**config.mk**
```make
export PLATFORM = sky130hd
export DESIGN_NAME = card_dealer_flat
export DESIGN_NICKNAME = d
export VERILOG_FILES = /design/src/rtl/card_pkg.sv /design/src/rtl/card_dealer_if.sv /design/src/rtl/card_dealer_rank_counter.sv /design/src/rtl/card_dealer.sv /design/src/flat_wrapper.sv
export SDC_FILE = /design/constraint.sdc
export NUM_CORES = 1
export LEC_CHECK = 0
export CAP_MARGIN = 0
export CORE_UTILIZATION = 32
export CTS_BUF_LIST = sky130_fd_sc_hd__clkbuf_16
export DETAILED_ROUTE_END_ITERATION = 6
export PLACE_DENSITY = 0.59
export SLEW_MARGIN = 20
export SYNTH_ARGS = -nofsm -noshare
export SYNTH_HDL_FRONTEND = slang
export SYNTH_SLANG_ARGS = --single-unit
export TNS_END_PERCENT = 5
```
**constraint.sdc**
```tcl
create_clock -name clk -period 3.4 [get_ports clk]
set_input_delay 0.68 -clock clk [delete_from_list [all_inputs] [get_ports clk]]
set_output_delay 0.68 -clock clk [all_outputs]
set_load 0.005 [all_outputs]
```
**src/rtl/card_pkg.sv**
```systemverilog
// Card encoding and deal-FSM state set shared by the dealer, the 7-segment decoder and scoring logic.
package card_pkg;

  typedef logic [3:0] card_t;

  localparam card_t CARD_BLANK = 4'd0;
  localparam card_t CARD_ACE   = 4'd1;
  localparam card_t CARD_KING  = 4'd13;

  typedef enum logic [1:0] {
    S_IDLE     = 2'd0,
    S_ACK      = 2'd1,
    S_ERR      = 2'd2,
    S_WAIT_LOW = 2'd3
  } deal_state_t;

  // Rank sequence is 1..max_rank then back to ace; blank is never produced.
  function automatic card_t next_rank(input card_t rank, input card_t max_rank);
    return (rank >= max_rank) ? CARD_ACE : card_t'(rank + 4'd1);
  endfunction

endpackage

```
**src/rtl/card_dealer_if.sv**
```systemverilog
// Four-phase deal handshake plus the last-dealt card value.
interface card_dealer_if;
  import card_pkg::*;

  logic  clear;
  logic  deal_req;
  logic  deal_to;
  logic  deal_ack;
  logic  deal_err;
  card_t card_value;

  modport master (
    output clear, deal_req, deal_to,
    input  deal_ack, deal_err, card_value
  );

  modport slave (
    input  clear, deal_req, deal_to,
    output deal_ack, deal_err, card_value
  );

endinterface

```
**src/rtl/card_dealer_rank_counter.sv**
```systemverilog
// Free-running rank counter 1..MAX_RANK; independent of clear and the deal FSM.
module rank_counter
  import card_pkg::*;
#(
  parameter int MAX_RANK = 13
) (
  input  logic  clk,
  input  logic  resetb,
  output card_t rank
);

  localparam card_t RANK_TOP = card_t'(MAX_RANK);

  always_ff @(posedge clk or negedge resetb) begin
    if (!resetb) begin
      rank <= CARD_ACE;
    end else begin
      rank <= next_rank(rank, RANK_TOP);
    end
  end

endmodule

```
**src/rtl/card_dealer.sv**
```systemverilog
// Deal FSM and the player/dealer hand registers; each accepted request captures the current rank.
//
// state      | meaning
// S_IDLE     | waiting for deal_req; deals or flags a full hand on the edge it is seen
// S_ACK      | deal done, deal_ack held until deal_req drops
// S_ERR      | target hand full, deal_err held until deal_req drops
// S_WAIT_LOW | after clear, block a still-held request from dealing into the new round
module card_dealer
  import card_pkg::*;
#(
  parameter  int HAND_SIZE = 3,
  parameter  int MAX_RANK  = 13,
  localparam int CW        = $clog2(HAND_SIZE + 1)
) (
  input  logic                   clk,
  input  logic                   resetb,
  card_dealer_if.slave           deal,
  output logic [4*HAND_SIZE-1:0] player_cards,
  output logic [4*HAND_SIZE-1:0] dealer_cards,
  output logic [CW-1:0]          player_count,
  output logic [CW-1:0]          dealer_count
);

  localparam logic [CW-1:0] COUNT_FULL = CW'(HAND_SIZE);
  localparam logic [CW-1:0] COUNT_ONE  = CW'(1);

  card_t       rank;
  deal_state_t state;
  card_t       player_hand [HAND_SIZE];
  card_t       dealer_hand [HAND_SIZE];
  logic        ack;
  logic        err;
  card_t       last_card;
  logic        target_full;

  rank_counter #(
    .MAX_RANK (MAX_RANK)
  ) u_rank_counter (
    .clk    (clk),
    .resetb (resetb),
    .rank   (rank)
  );

  assign target_full = deal.deal_to ? (dealer_count == COUNT_FULL)
                                    : (player_count == COUNT_FULL);

  // Slots are only written at index count and cleared together, so slots above count stay blank.
  always_ff @(posedge clk or negedge resetb) begin
    if (!resetb) begin
      state        <= S_IDLE;
      ack          <= 1'b0;
      err          <= 1'b0;
      last_card    <= CARD_BLANK;
      player_count <= '0;
      dealer_count <= '0;
      for (int i = 0; i < HAND_SIZE; i++) begin
        player_hand[i] <= CARD_BLANK;
        dealer_hand[i] <= CARD_BLANK;
      end
    end else if (deal.clear) begin
      state        <= S_WAIT_LOW;
      ack          <= 1'b0;
      err          <= 1'b0;
      last_card    <= CARD_BLANK;
      player_count <= '0;
      dealer_count <= '0;
      for (int i = 0; i < HAND_SIZE; i++) begin
        player_hand[i] <= CARD_BLANK;
        dealer_hand[i] <= CARD_BLANK;
      end
    end else begin
      case (state)
        S_IDLE: begin
          if (deal.deal_req) begin
            if (target_full) begin
              err   <= 1'b1;
              state <= S_ERR;
            end else begin
              if (deal.deal_to) begin
                dealer_hand[dealer_count] <= rank;
                dealer_count              <= dealer_count + COUNT_ONE;
              end else begin
                player_hand[player_count] <= rank;
                player_count              <= player_count + COUNT_ONE;
              end
              last_card <= rank;
              ack       <= 1'b1;
              state     <= S_ACK;
            end
          end
        end
        S_ACK, S_ERR: begin
          if (!deal.deal_req) begin
            ack   <= 1'b0;
            err   <= 1'b0;
            state <= S_IDLE;
          end
        end
        S_WAIT_LOW: begin
          if (!deal.deal_req) begin
            state <= S_IDLE;
          end
        end
        default: begin
          state <= S_IDLE;
        end
      endcase
    end
  end

  assign deal.deal_ack   = ack;
  assign deal.deal_err   = err;
  assign deal.card_value = last_card;

  always_comb begin
    player_cards = '0;
    dealer_cards = '0;
    for (int i = 0; i < HAND_SIZE; i++) begin
      player_cards[4*i +: 4] = player_hand[i];
      dealer_cards[4*i +: 4] = dealer_hand[i];
    end
  end

endmodule

```
**src/flat_wrapper.sv**
```systemverilog
// flat-port wrapper written by rule: the top's interface ports become plain ports
module card_dealer_flat import card_pkg::*;
#(
  parameter  int HAND_SIZE = 3,
  parameter  int MAX_RANK  = 13,
  localparam int CW        = $clog2(HAND_SIZE + 1)
)
  (clk, resetb, player_cards, dealer_cards, player_count, dealer_count, deal_clear, deal_deal_req, deal_deal_to, deal_deal_ack, deal_deal_err, deal_card_value);
  card_dealer_if deal_i ();
  input  logic clk;
  input  logic resetb;
  output logic [4*HAND_SIZE-1:0] player_cards;
  output logic [4*HAND_SIZE-1:0] dealer_cards;
  output logic [CW-1:0] player_count;
  output logic [CW-1:0] dealer_count;
  input wire logic [$bits(deal_i.clear)-1:0] deal_clear;
  input wire logic [$bits(deal_i.deal_req)-1:0] deal_deal_req;
  input wire logic [$bits(deal_i.deal_to)-1:0] deal_deal_to;
  output wire logic [$bits(deal_i.deal_ack)-1:0] deal_deal_ack;
  output wire logic [$bits(deal_i.deal_err)-1:0] deal_deal_err;
  output wire logic [$bits(deal_i.card_value)-1:0] deal_card_value;
  assign deal_i.clear = deal_clear;
  assign deal_i.deal_req = deal_deal_req;
  assign deal_i.deal_to = deal_deal_to;
  assign deal_deal_ack = deal_i.deal_ack;
  assign deal_deal_err = deal_i.deal_err;
  assign deal_card_value = deal_i.card_value;
  card_dealer #(.HAND_SIZE(HAND_SIZE), .MAX_RANK(MAX_RANK)) u_core (.clk(clk), .resetb(resetb), .deal(deal_i), .player_cards(player_cards), .dealer_cards(dealer_cards), .player_count(player_count), .dealer_count(dealer_count));
endmodule
```
# After elaboration in Yosys (flattened, before gate mapping)

Index checks and enable logic that the tools add are counted.

Logic and storage cells: 96
Output and inout bits: 34
Bits in registers: 40

$add $sub $neg: 3
Bitwise gates (word level): 2
Multiplexer cells: 46
Eq/ne operators: 12
Reductions and logical operators: 15
Order comparisons: 5

Operators by type and width:

| kind                                                  | count |
|---|---|
| two-way mux 12 bit                                    | 10 |
| two-way mux 2 bit                                     | 14 |
| two-way mux 4 bit                                     | 7 |
| bitwise mux 12 bit                                    | 2 |
| demux 4 bit (select 2 bit)                            | 2 |
| AND reduction 4 bit                                   | 4 |
| inequality test 3 bit, second input constant          | 4 |
| == test 2 bit, second input constant                  | 4 |
| two-way mux 1 bit                                     | 8 |
| >= comparator 3 bit, second input constant            | 2 |
| < comparator 3 x 1 -> 1 bit, second input constant    | 2 |
| inverter 2 -> 3 bit                                   | 2 |
| nonzero test 2 bit                                    | 3 |
| adder 2 x 1 -> 2 bit, second input constant           | 2 |
| adder 4 x 1 -> 4 bit, second input constant           | 1 |
| >= comparator 4 bit, second input constant            | 1 |
| inequality test 2 bit, second input constant          | 2 |
| case mux 1 bit (2 select lines)                       | 2 |
| case mux 2 bit (2 select lines)                       | 1 |
| inequality test 3 x 2 -> 1 bit, second input constant | 1 |
| AND reduction 3 bit                                   | 1 |
| nonzero test 3 bit                                    | 1 |
| OR reduction 3 bit                                    | 1 |
| == test 2 x 1 -> 1 bit, second input constant         | 1 |
| 4 further kinds                                       | 5 |

# Logic depth before layout (Yosys ltp)

Gate-level depths: netlist (run 1).

Depth in word-level cells: 11
Gate-level depth with buffers: 6

# Hierarchy

From an unflattened synthesis (run 1), not the netlist that was laid out.

Cell total of the unflattened synthesis: 192
Area, all modules: 2,024.4 sq um

Modules (own cells, without submodules):

| module       | area an instance (sq um) | cells each | instances | sequential area each (sq um) |
|---|---|---|---|---|
| card_dealer  | 1,799.2                  | 173        | 1         | 900.9 |
| rank_counter | 225.2                    | 19         | 1         | 101.3 |

# Worst setup path before layout (run 1)

OpenSTA, ideal clock, no wires.

Path type: input -> register
Start point: input port deal_deal_to
End point: register u_core.state[0]
Stages: 3
Data required time: 3.274 ns
Path buffers: 1
Slack: 1.882 ns
Arrival: 1.392 ns
Library setup time: 0.126 ns
Cell sequence: buf_2 > nand3b_1 > a311o_1

Longest elaborated chain between the ends: 5

RTL lines:

| item                            | line               | RTL |
|---|---|---|
| start, declared                 | flat_wrapper.sv:18 | `input wire logic [$bits(deal_i.deal_to)-1:0] deal_deal_to;` |
| two-way mux 1 bit               | card_dealer.sv:44  | `assign target_full = deal.deal_to ? (dealer_count == COUNT_FULL)` |
| two-way mux 2 bit               | card_dealer.sv:75  | `if (target_full) begin` |
| two-way mux 2 bit               | card_dealer.sv:74  | `if (deal.deal_req) begin` |
| case mux 2 bit (2 select lines) | card_dealer.sv:72  | `case (state)` |
| two-way mux 2 bit               | card_dealer.sv:60  | `end else if (deal.clear) begin` |
| end signal, assigned            | card_dealer.sv:61  | `state <= S_WAIT_LOW;` |
| end signal, assigned            | card_dealer.sv:77  | `state <= S_ERR;` |
| end signal, assigned            | card_dealer.sv:88  | `state <= S_ACK;` |
| end, declared                   | card_dealer.sv:28  | `deal_state_t state;` |

Every way passes these cells. The select of a mux whose other input is x is not followed.
A chain may end at the register's enable or synchronous reset.

# Worst setup path in the final report (run 1)

Start point: input port deal_deal_req
End point: register u_core.state[0]

Longest elaborated chain between the ends: 2
Elaborated cells on any way between the ends: 3

RTL lines:

| item                              | line               | RTL |
|---|---|---|
| start, declared                   | flat_wrapper.sv:17 | `input wire logic [$bits(deal_i.deal_req)-1:0] deal_deal_req;` |
| inequality test 3 bit (no line)   | n/a                |  |
| AND reduction 2 bit (no line) (*) | n/a                |  |
| end signal, assigned              | card_dealer.sv:50  | `state <= S_IDLE;` |
| end signal, assigned              | card_dealer.sv:61  |  |
| end signal, assigned              | card_dealer.sv:77  |  |

Every way passes the cells marked *; elsewhere a longest branch is shown, timed or not.

==> impl_metrics.py, run 1 <==
metrics = {
    "yosys": {
        "synth_mux_area_share_pct": 14.2,
        "synth_fa_ha_area_share_pct": 6.98,
        "synth_compound_area_share_pct": 6.91,
        "synth-simple-area-share_pct": 17.2,
        "syn_inst": 181,
        "synth-seq-cells": 40,
        "syn_area_per_cell_um2": 10.9,
        "ys_types": 30,
        "yosys_warnings": 0,
        "synthXorXnorAreaFrac_pct": 0,
        "syn_nets": 197,
        "synth_top_family_by_area": "simple AND/OR/NAND/NOR gates",
        "synthesis.area_um2": 1970,
        "synth-seq-area-share_pct": 50.8,
    },
    "route": {
        "route.detailed.drc": 0,
        "vias": 1423,
        "route.antenna.remaining_nets": 0,
        "wire_per_inst_um": 14.4,
        "via_per_inst": 4.81,
        "first_pass_iters": 4,
        "routed_wirelength_um": 4260,
        "drt_iter0_drc": 68,
    },
    "sta": {
        "finalSetupTns_ns": 0,
        "slew_headroom_pct": 40.4,
        "worst_slew_pin_slew_ns": 0.895,
        "setup-violations-final": 0,
        "finClkSkew_ns": 0.00275,
        "post-route-min-period_ns": 2.12,
        "maxSlewViolCount": 0,
        "hold_violations": 0,
        "clock.fmax_ghz": 0.472,
        "rsz0062_at_grt": "false",
        "timing.final.crit_share_pct": 62.3,
    },
    "power_and_ir_drop": {
        "powerDensity_nw_per_um2": 419,
        "ir_drop_uv": 250,
        "total_power_mw": 1.08,
        "clockPowerShare_pct": 49.3,
        "p_sw_mw": 0.234,
        "cellLeakagePower_nw": 1.27,
        "seqPwrFrac_pct": 44.8,
        "internal_power_mw": 0.849,
        "switching_share_pct": 21.6,
        "combPwrFrac_pct": 6.0,
    },
    "global_routing": {
        "antenna_found_initial": 0,
        "grt_max_degree": 41,
        "gr-total-overflow": 0,
        "grt_usage_pct": 14.3,
        "grt_pass1_wl_um": 7030,
        "first_global_vias": 1367,
    },
    "setup_path": {
        "r2r-end": "u_core.player_cards[3]",
        "crit_path_start_kind": "primary input",
        "worst_ep_required_time_ns": 3.56,
        "end_kind": "flip-flop",
        "crit_type": "in -> reg",
        "critPathArrivalTime_ns": 2.28,
        "r2r-start": "u_core.state[1]",
        "cp_max_fo": 17,
        "rrSetupSlack_ns": 1.66,
        "reg2reg_depth": 5,
        "crit_start": "deal_deal_req",
    },
    "die": {
        "dieArea_um2": 6480,
        "core.rowCount": 28,
        "coreArea_um2": 5920,
        "num_io_pins": 39,
        "die_x_um": 80.5,
        "die_h_um": 80.5,
        "initial_utilization_pct": 33.3,
    },
    "cells_and_area": {
        "post-route-util_pct": 43.6,
        "diodes": 0,
        "final_cell_mix": "dfrtp_1, clkdlybuf4s50_1, nand2_1, mux2i_1",
        "drive_above_1_share_pct": 7.69,
        "final_common_cell": "dfrtp_1",
        "finalNetCount": 236,
        "area_growth_pct": 30.9,
        "fillers": 552,
    },
    "clock_tree": {
        "post_cts_buffers": 0,
        "clock_path_buffers": 2,
        "cts_tree": "built",
        "ctsResizeCount": 0,
        "ctsHtreeMaxLevel": 2,
        "cts-root-buf": "clkbuf_16",
        "cts_sinks": 40,
        "clk_pin_slew_ns": 0.06,
        "ctsHoldBuffers": 0,
        "clock_latency_ns": 0.28,
        "cts-buffers-inserted": 5,
    },
    "worst_hold_path": {
        "min_to": "u_core.u_rank_counter.rank[0]",
        "worstHoldStart": "u_core.u_rank_counter.rank[0]",
        "whs_path_depth": 1,
        "min_path_type": "reg -> reg",
    },
    "place": {
        "io_buffers": 38,
        "dp_hpwl_um": 2890,
        "gp_congestion": 0.795,
    },
    "job": {
        "maxCapViolCount": 0,
    },
    "outcome": {
        "status": "completed",
    },
}
## how the worst max path moves through the flow
stage	to
final	u_core.state[0]
after global routing	u_core.dealer_cards[11]
after CTS	u_core.state[0]
after detailed placement	u_core.state[0]
after global placement	u_core.state[0]
after floorplan	u_core.state[0]
## critical path: stages
cell and delay, ns:
clkdlybuf4s50_1 0.72, nand2b_1 0.33, and2_1 0.20, a311o_1 0.35
## sequential cells by signal, indices dropped and copies added, names as in the netlist, 2 cells and up
| signal | count |
|---|---|
| u_core.state | 2 |
| u_core.u_rank_counter.rank | 4 |
| u_core.deal.card_value | 4 |
| u_core.dealer_count | 2 |
| u_core.player_cards | 12 |
| u_core.player_count | 2 |
| u_core.dealer_cards | 12 |
## area by class of cell
cell class / count / area [um^2] / area share (%)
clock buffers: 5 / 125 / 4.84
clock inverters: 3 / 42.5 / 1.65
inverters: 11 / 41.3 / 1.60
multi-input cells: 123 / 895 / 34.6
flip-flops and latches: 40 / 1000 / 38.8
well taps: 75 / 93.8 / 3.63
repair buffers: 39 / 383 / 14.8
## per-layer routing
metal	GRT usage [%]	part of all wire, %	up-vias
li1	-	-	696
met1	21.0	51	690
met2	20.3	43	33
met3	3.75	4.6	4
met4	4.29	0.73	0
met5	0	0	-
## metrics by stage
stage | hold WS (ns) | cells | area (um^2) | setup slack [ns]
final | 0.509 | 296 | 2580 | 1.28
after global routing | 0.534 | 296 | 2580 | 1.15
after CTS | 0.514 | 296 | 2580 | 1.27
after detailed placement | 0.499 | 288 | 2410 | 0.984
after global placement | 0.467 | 288 | 2410 | 1.02
after floorplan | 0.384 | 181 | 1970 | 1.88
## cell usage after synthesis
library cell,number,area (um^2)
dfrtp_1,39,976
nand2_1,36,135
mux2i_1,28,280
ha_1,11,138
inv_1,11,41.3
a21oi_1,6,30.0
nand4_2,5,62.6
buf_2,4,20.0
nand3b_1,4,30.0
a211oi_1,3,22.5
and2_1,3,18.8
nand2b_1,3,18.8
nand3_1,3,15.0
nand4_1,3,18.8
nor2_1,3,11.3
a21o_1,2,15.0
clkbuf_1,2,7.51
o21ai_1,2,10.0
o31ai_1,2,15.0
a211o_1,1,8.76
a21boi_2,1,11.3
a22o_1,1,8.76
a311o_1,1,10.0
and2b_1,1,7.51
and3b_1,1,8.76
and4_1,1,8.76
buf_4,1,7.51
dfstp_2,1,26.3
nor3_1,1,5.00
o21ai_0,1,5.00
## cells by family after synthesis
| logic type | count (synthesis) |
|---|---|
| AND/OR/NAND/NOR | 64 |
| flip-flops | 40 |
| multiplexers | 28 |
| AO/OA/AOI/OAI | 20 |
| buffers and inverters | 18 |
| adder cells (fa/ha/maj) | 11 |
## power groups by stage
stage | Combinational (mW) | Sequential (mW) | Clock, mW
finish | 0.0648 | 0.484 | 0.533
global route | 0.0723 | 0.485 | 0.563
CTS | 0.0666 | 0.484 | 0.544
detailed placement | 0.0660 | 0.493 | 0
global placement | 0.0659 | 0.493 | 0
floorplan | 0.0365 | 0.493 | 0
No activity file was read; power rests on OpenSTA's default activity.
==> run 2: changes to the inputs <==
- PLACE_DENSITY: 0.59 -> 0.61
- clock period: 3.4 -> 1.8 ns (I/O delays scaled with it)
==> impl_metrics.py, run 2 (same netlist as run 1, synthesis figures left out) <==
metrics = {
    "sta": {
        "maxSlewViolCount": 0,
        "post-route-min-period_ns": 1.65,
        "finalSetupTns_ns": 0,
        "rsz0062_at_grt": "false",
        "finClkSkew_ns": 0.00364,
        "clock.fmax_ghz": 0.605,
        "hold_violations": 0,
        "fin_hold_ws_ns": 0.490,
        "slew_headroom_pct": 75.5,
        "setup-violations-final": 0,
        "timing.final.crit_share_pct": 91.8,
        "worst_slew_pin_slew_ns": 0.366,
    },
    "cells_and_area": {
        "area_growth_pct": 33.0,
        "multiInputGateArea_um2": 897,
        "fillers": 573,
        "final_common_cell": "dfrtp_1",
        "final_cell_mix": "dfrtp_1, clkdlybuf4s50_1, nand2_1, mux2i_1, inv_1",
        "finalNetCount": 245,
        "drive_above_1_share_pct": 10.4,
        "post-route-util_pct": 44.3,
        "ff_latch_area_um2": 1000,
        "design_area_um2": 2630,
        "diodes": 0,
    },
    "place": {
        "placed_area_um2": 2470,
        "io_buffers": 38,
        "gp_congestion": 0.769,
        "dp_hpwl_um": 3230,
    },
    "clock_tree": {
        "cts_sinks": 40,
        "cts-buffers-inserted": 5,
        "cts-root-buf": "clkbuf_16",
        "ctsHtreeMaxLevel": 2,
        "clock_path_buffers": 2,
        "post_cts_buffers": 0,
        "clk_pin_slew_ns": 0.05,
        "clock_latency_ns": 0.28,
        "cts_tree": "built",
    },
    "setup_path": {
        "critPathArrivalTime_ns": 1.29,
        "path_delay_family": "buffers and inverters",
        "worst_ep_required_time_ns": 1.44,
        "crit_type": "reg -> out",
        "path_cells": "clkdlybuf4s50_1",
        "cp_max_fo": 8,
        "end_kind": "output port",
        "crit_path_top_delay_cell": "clkdlybuf4s50_1",
        "critPathBufInv": 1,
        "crit_path_start_kind": "flip-flop",
        "max_stage_delay_ns": 0.55,
    },
    "power_and_ir_drop": {
        "p_sw_mw": 0.416,
        "powerDensity_nw_per_um2": 717,
        "combPwrFrac_pct": 7.4,
        "clockPowerShare_pct": 44.0,
        "switching_share_pct": 22.1,
        "cellLeakagePower_nw": 1.30,
        "ir_drop_uv": 364,
        "seqPwrFrac_pct": 48.6,
        "internal_power_mw": 1.47,
    },
    "global_routing": {
        "grt_use_met3_pct": 3.07,
        "antenna_found_initial": 0,
        "first_global_vias": 1468,
        "use_met2_pct": 23.6,
        "grt_pass1_wl_um": 7400,
        "use_met1_pct": 21.2,
        "grt_usage_pct": 15.3,
        "gr-total-overflow": 0,
        "grt_max_degree": 17,
        "busiest_layer": "met2",
    },
    "route": {
        "wire_per_inst_um": 14.2,
        "route.antenna.remaining_nets": 0,
        "routed_wirelength_um": 4340,
        "drt_iter0_drc": 92,
        "first_pass_iters": 4,
        "via_per_inst": 4.77,
        "vias": 1456,
        "route.detailed.drc": 0,
    },
    "die": {
        "dieArea_um2": 6480,
        "num_io_pins": 39,
        "coreArea_um2": 5920,
        "initial_utilization_pct": 33.3,
        "core.rowCount": 28,
        "die_h_um": 80.5,
        "die_x_um": 80.5,
    },
    "outcome": {
        "status": "completed",
    },
    "worst_hold_path": {
        "min_path_type": "reg -> reg",
    },
    "job": {
        "maxCapViolCount": 0,
    },
}
[run 2: cell types whose count changed in the layout (fill, tap and decap cells not counted), sizes merged]
cell	change
buf	+8
inv	+2
bufinv	-1
clkinvlp	-1
dlygate4sd3	+1
[run 2: routing by layer]
metal / share of wire (%) / wire length, um
met5: 0 / 0
met4: 1.5 / 63
met3: 4.1 / 176
met2: 46 / 1990
met1: 48 / 2100
[run 2: through the flow]
stage	std cells	worst slack, ns	power [mW]
floorplan	181	0.334	1.00
global placement	296	-0.00617	1.07
detailed placement	296	-0.0605	1.07
CTS	305	0.122	1.91
global route	305	0.0611	1.97
finish	305	0.148	1.88
[run 2: final timing paths]
path                       slack [ns]                          start  depth (start not counted)                             to
max in group asynchronous        0.72                         resetb                          3  u_core.u_rank_counter.rank[0]
min in group asynchronous        0.50                         resetb                          2      u_core.deal.card_value[2]
min                              0.49  u_core.u_rank_counter.rank[0]                          1  u_core.u_rank_counter.rank[0]
max                              0.15         u_core.player_count[0]                          1                player_count[0]
max reg2reg                      0.20                u_core.state[1]                          5         u_core.player_cards[1]
min reg2reg                      0.49  u_core.u_rank_counter.rank[0]                          1  u_core.u_rank_counter.rank[0]
[run 2: area by class of cell]
type / count / share of cell area [%]
Timing Repair Buffer: 48 / 17.3
Clock buffer: 5 / 4.77
Multi-Input combinational cell: 123 / 34.2
Clock inverter: 3 / 0.477
Tap cell: 75 / 3.57
Inverter: 11 / 1.57
Sequential cell: 40 / 38.2
[run 2: repair_timing]
item / CTS / global route
gates resized for setup: 0 / 1
endpoints found under the hold margin: 11 / 0
hold buffers: 1 / 0
setup endpoints to repair: 0 / 8
[run 2: power groups by stage]
| stage | logic [mW] | registers [mW] | clock network, mW |
|---|---|---|---|
| 2_1_floorplan | 0.0690 | 0.931 | 0 |
| 3_3_place_gp | 0.137 | 0.932 | 0 |
| 3_5_place_dp | 0.138 | 0.932 | 0 |
| 4_1_cts | 0.140 | 0.916 | 0.853 |
| 5_1_grt | 0.157 | 0.917 | 0.894 |
| 6_report | 0.139 | 0.916 | 0.828 |
